===== config.mk =====
export PLATFORM = sky130hd
export DESIGN_NAME = serial_paralelo
export DESIGN_NICKNAME = d
export VERILOG_FILES = /design/src/rtl/serial_paralelo_pkg.sv /design/src/rtl/sp_comma_match.sv /design/src/rtl/serial_paralelo.sv
export SDC_FILE = /design/constraint.sdc
export NUM_CORES = 1
export LEC_CHECK = 0
export BUFFER_PORTS_ARGS = -buffer_cell sky130_fd_sc_hd__clkbuf_2
export CORE_MARGIN = 3
export CORE_UTILIZATION = 40
export DETAILED_ROUTE_END_ITERATION = 10
export PLACE_DENSITY = 0.7
export SETUP_SLACK_MARGIN = 0.1
export SLEW_MARGIN = 20
export SYNTH_ARGS = -nofsm -noshare
export SYNTH_HDL_FRONTEND = slang
export SYNTH_HIERARCHICAL = 1
export SYNTH_SLANG_ARGS = --single-unit

===== constraint.sdc =====
create_clock -name clk -period 2.8 [get_ports clk]
set_clock_uncertainty 0.05 [all_clocks]
set_input_delay 0.56 -clock clk [delete_from_list [all_inputs] [get_ports clk]]
set_output_delay 0.56 -clock clk [all_outputs]
set_load 0.01 [all_outputs]

===== src/rtl/serial_paralelo_pkg.sv =====
// serial_paralelo_pkg: shared states, symbol constants and counter width for the lane deserializer
package serial_paralelo_pkg;
  typedef enum logic [1:0] {SEARCH, SYNC, ACTIVE} sp_state_t;
  localparam logic [7:0] SP_COM = 8'hBC;
  localparam logic [7:0] SP_IDLE = 8'h7C;
  localparam int SP_CNT_W = 4;
endpackage


===== src/rtl/sp_comma_match.sv =====
// sp_comma_match: combinational COM / IDLE recogniser on the current bit window
module sp_comma_match #(
  parameter int DATA_W = 8,
  parameter logic [DATA_W-1:0] COM = 8'hBC,
  parameter logic [DATA_W-1:0] IDLE = 8'h7C
) (
  input  logic [DATA_W-1:0] win,
  output logic              is_com,
  output logic              is_idle
);
  assign is_com = win == COM;
  assign is_idle = win == IDLE;
endmodule


===== src/rtl/serial_paralelo.sv =====
// serial_paralelo: COM-aligned serial-to-byte deserializer; define SP_IDLE_FILTER_EN to drop IDLE bytes once locked
module serial_paralelo
  import serial_paralelo_pkg::*;
#(
  parameter int DATA_W = 8,
  parameter logic [DATA_W-1:0] COM = SP_COM,
  parameter logic [DATA_W-1:0] IDLE = SP_IDLE,
  parameter int LOCK_COUNT = 4
) (
  input  logic              clk,
  input  logic              rst,
  input  logic              enb,
  input  logic              serial_in,
  output logic [DATA_W-1:0] data_out,
  output logic              valid_out,
  output logic              active,
  output logic              com_det
);
`ifdef SP_IDLE_FILTER_EN
  localparam bit FILT = 1'b1;
`else
  localparam bit FILT = 1'b0;
`endif
  localparam logic [SP_CNT_W-1:0] LC = SP_CNT_W'(LOCK_COUNT);
  sp_state_t state;
  logic [DATA_W-1:0] shreg, win;
  logic [2:0] bcnt;
  logic [SP_CNT_W-1:0] ccnt, ccnt_inc;
  logic is_com, is_idle, boundary;
  assign win = {shreg[DATA_W-2:0], serial_in};
  assign boundary = bcnt == 3'd7;
  assign ccnt_inc = (ccnt == LC) ? ccnt : ccnt + 1'b1;
  assign active = state == ACTIVE;
  sp_comma_match #(.DATA_W(DATA_W), .COM(COM), .IDLE(IDLE)) u_match (
    .win(win), .is_com(is_com), .is_idle(is_idle)
  );
  always_ff @(posedge clk) begin
    if (rst) begin
      state <= SEARCH;
      shreg <= '0;
      bcnt <= '0;
      ccnt <= '0;
      data_out <= '0;
      valid_out <= 1'b0;
      com_det <= 1'b0;
    end else begin
      valid_out <= 1'b0;
      com_det <= 1'b0;
      if (!enb) begin
        // a gap in the bit stream loses alignment: restart the search
        if (state != SEARCH) begin
          state <= SEARCH;
          ccnt <= '0;
          bcnt <= '0;
        end
      end else begin
        shreg <= win;
        bcnt <= bcnt + 3'd1;
        case (state)
          SEARCH: if (is_com) begin
            state <= SYNC;
            bcnt <= '0;
            ccnt <= SP_CNT_W'(1);
            com_det <= 1'b1;
          end
          SYNC: if (boundary) begin
            if (is_com) begin
              ccnt <= ccnt_inc;
              com_det <= 1'b1;
              if (ccnt + 1'b1 == LC) state <= ACTIVE;
            end else begin
              state <= SEARCH;
              ccnt <= '0;
            end
          end
          ACTIVE: if (boundary) begin
            com_det <= is_com;
            if (!(FILT && is_idle)) begin
              data_out <= win;
              valid_out <= 1'b1;
            end
          end
          default: state <= SEARCH;
        endcase
      end
    end
  end
endmodule


# Yosys cells after proc, flatten, opt, wreduce, memory -nomap -nowiden
# Index checks and enable logic that the tools add are counted.
# classes
add_sub_neg	2
eq_ne	12
n_mux	23
bitwise	2
n_reduce_logical	8
# ops
operator	n
$mux 4	6
$mux 2	6
$mux 3	4
$reduce_and 5->1	2
$eq 4x3->1 const B	2
$eq 8x8->1 const B	1
$ne 4x4->1 const B	2
$pmux 4 s2	1
$ne 3x3->1 const B	2
$pmux 2 s3	1
$add 4x1->4 const B	1
$mux 1	4
$reduce_bool 2->1	2
$add 3x1->3 const B	1
$eq 3x3->1 const B	1
$ne 3x1->1 const B	1
$pmux 1 s3	1
$reduce_and 3->1	1
$reduce_or 3->1	1
$eq 2x1->1 const B	1
$eq 2x2->1 const B	1
$logic_not 2->1	1
$ne 2x2->1 const B	1
$not 1->1	2
$reduce_or 2->1	1
# word_totals
reg_bits	26
input_bits	4
elab_cells	54

# Depth between registers and ports, before layout
# depth
depth_word	7
mapped_depth	7
depth_no_buf	6

# Modules after synthesis
# The synthesis kept the hierarchy.
# by_module_without_submodules
module	n_inst	cells_each	area_per_inst_um2
serial_paralelo	1	140	1255.0
sp_comma_match	1	5	40.0

# Least setup slack after synthesis
# OpenSTA, ideal clock, no wires.
# synth_path
kind	in2reg
start	input serial_in
end	register ccnt[0]
setup_ps	72
t_arrival_ps	2021
t_required_ps	2678
path_slack_ps	657
path_stages	6
path_buffers	0
cell_sequence	nand4bb_1 nor4_1 nand2_1 a22oi_2 o21a_1 mux2i_1
# synth_between
elab_chain_cells	5
word_cells_on_any_way	8
classes_between	eq/ne (3); mux (4); reduce/logical (1)
# synth_lines
item	line_no	text
from (decl)	serial_paralelo.sv:13	input logic serial_in,
$eq 8x8->1 *	sp_comma_match.sv:11	assign is_com = win == COM;
net is_com	serial_paralelo.sv:29	logic is_com, is_idle, boundary;
$mux 4	serial_paralelo.sv:67	if (is_com) begin
$mux 4	serial_paralelo.sv:66	SYNC: if (boundary) begin
$pmux 4 s2	serial_paralelo.sv:59	case (state)
$mux 4	serial_paralelo.sv:49	if (!enb) begin
to (signal assigned)	serial_paralelo.sv:68	ccnt <= ccnt_inc;
to (decl)	serial_paralelo.sv:28	logic [SP_CNT_W-1:0] ccnt, ccnt_inc;
# Mark *: on every way through the listed nets, which the timed path passes. The rest lies on a longest branch. The select of a mux whose other input is x is not followed.
# A chain may end at the register's enable or synchronous reset.

# Final worst setup path
# layout_path
start	register state[0]
end	output active
# layout_between
elab_chain_cells	1
# layout_lines
item	line_no	text
from (decl)	serial_paralelo.sv:25	sp_state_t state;
from (signal assigned)	serial_paralelo.sv:39	state <= SEARCH;
from (signal assigned)	serial_paralelo.sv:52	state <= SEARCH;
from (signal assigned)	serial_paralelo.sv:61	state <= SYNC;
$eq 2x2->1	serial_paralelo.sv:33	assign active = state == ACTIVE;
to (decl)	serial_paralelo.sv:16	output logic active,
# No other way between the ends.

==> results.cfg <==
[hold_path]
worstHoldEndpoint = data_out[0]$_SDFFE_PP0P_
min-delay-start = serial_in
holdPathStages = 3
worst_hold_path_type = in2reg

[critical_path]
critPathMaxFanout = 4
r2r-start = shreg[0]$_SDFFE_PP0P_
critPathKind = reg2out
reg2reg_setup_slack_ns = 0.98
path_cells = inv_1, ha_1, clkbuf_2
ff2ff_path_depth = 7
worst-endpoint-arrival_ns = 1.22
end_kind = primary output
r2r_end = ccnt[0]$_SDFFE_PP0P_
crit_path_start_kind = flop
cp_slowest_stage_delay_ns = 0.42
critPathLaunch = state[0]$_SDFFE_PP0P_
critPathRequiredTime_ns = 2.19
cpMaxStageDelayCell = dfxtp_1

[power_and_ir_drop]
p_leak_nw = 0.584
p_per_area_nw_per_um2 = 464
ir_drop_mv = 0.340

[timing]
clock.fmax_mhz = 546
fin_crit_sh_pct = 65.4
final_max_slew_viol_count = 0
slew_headroom_pct = 66.7
hold_viol = 0
fin_crit_ns = 1.83
fin_hold_ws_ns = 0.415
rsz0062_at_grt = no
setup-violations-final = 0
worstMarginPinSlew_ns = 0.500
timing.final.ws_setup_ns = 0.968
setup_tns_ns = 0

[global_route]
grt.total_usage_pct = 13.3
grt_max_degree = 30
antenna_found_initial = 0
grt_overflow = 0
met1_usage_pct = 15.6
grt_pass1_vias = 1020
met2_usage_pct = 23.8
use_met3_pct = 2.34
grt-busiest-layer = met2
grt_first_pass_wirelength_um = 4350

[finish]
syn2layout_area_growth_pct = 11.3
drive_gt1_share_pct = 14.7
mostFrequentLayoutCell = dfxtp_1
final_nets = 170
final_cell_mix = dfxtp_1 (26), nand2_1 (22), clkbuf_2 (14), a21oi_1 (13), mux2i_1 (11)
diodes = 0
fillCellCount = 313
fin_util_pct = 49.1

[clock_network]
clk_latency_ns = 0.32
cts_root_buf = clkbuf_4
clk_pin_slew_ns = 0.14
clock_tree.buffer_depth = 2
post_cts.repair.setup_buffers = 0
post_cts_resized = 0
cts_hold_buf = 0
cts_buffers = 3
cts_tree = done
cts_sinks = 26
htree_levels = 1

[run_status]
status = finished, final reports clean

[floorplanning]
rows = 19
num_io_pins = 15
die_h_um = 62.6
core-area_um2 = 2900
floorplan.initialDensity_pct = 44.1
die_w_um = 62.6
dieArea_um2 = 3920

[routing]
dr.pass1.iters = 4
wl_per_cell_um = 12.0
drtIter0Drc = 34
final_antenna_net_count = 0
vias = 1024
drc_errors = 0
drt-total-wl_um = 2370
vias_per_cell = 5.17

[placed_design]
io_buffers = 14
gp_congestion = 0.782
place_worst_setup_slack_ns = 0.649
dp_hpwl_um = 1700

[logic_synthesis]
avgSynthCellArea_um2 = 8.89
ys_warn_count = 6
postSynthCellCount = 144
syn_area_um2 = 1280
syn_nets = 157

[run]
cap_violations = 0
## worst max-delay path by stage
| stage | end | slack, ns | cells past startpoint |
|---|---|---|---|
| after floorplan | ccnt[0]$_SDFFE_PP0P_ | 0.71 | 6 |
| after global placement | ccnt[0]$_SDFFE_PP0P_ | 0.70 | 8 |
| after detailed placement | ccnt[0]$_SDFFE_PP0P_ | 0.65 | 8 |
| after CTS | active | 0.96 | 3 |
| after global routing | ccnt[0]$_SDFFE_PP0P_ | 0.78 | 7 |
| final | active | 0.97 | 3 |
## layer usage
layer / part of all wire, % / vias to the layer above
met4: 1.1 / 0
li1: - / 531
met5: 0 / -
met1: 47 / 473
met2: 49 / 16
met3: 2.6 / 4
## metrics by stage
| step | std cells | instance area (µm²) | power [mW] |
|---|---|---|---|
| after floorplan | 144 | 1280 | 0.407 |
| after global placement | 194 | 1370 | 0.410 |
| after detailed placement | 194 | 1370 | 0.411 |
| after CTS | 198 | 1430 | 0.671 |
| after global routing | 198 | 1430 | 0.691 |
| final | 198 | 1430 | 0.662 |
## where the power goes
group	switching (mW)	internal (mW)	leakage, nW	total [mW]
clock network	0.115	0.145	0.0279	0.259
logic	0.0148	0.0103	0.346	0.0251
registers	0.00301	0.374	0.210	0.377
total	0.132	0.529	0.584	0.662
## sequential cells by signal, summed over array words and instances, names as in the netlist
name,cells
data_out,8
shreg,7
ccnt,4
bcnt,3
state,2
com_det,1
valid_out,1
## critical path, delay by kind of cell, from the launching register on
family     cells  cell delay [ns]
buf+inv        2             0.22
flops          1             0.42
fa+ha+maj      1             0.25
## cell type report
class	count	area (µm²)	area share, %
flip-flops and latches	26	520	36.5
clock inverters	1	30.0	2.11
repair buffers	15	77.6	5.44
inverters	8	30.0	2.11
well taps	42	52.6	3.69
clock buffers	3	22.5	1.58
multi-input cells	103	692	48.6
Power figures use the tool's default switching activity.
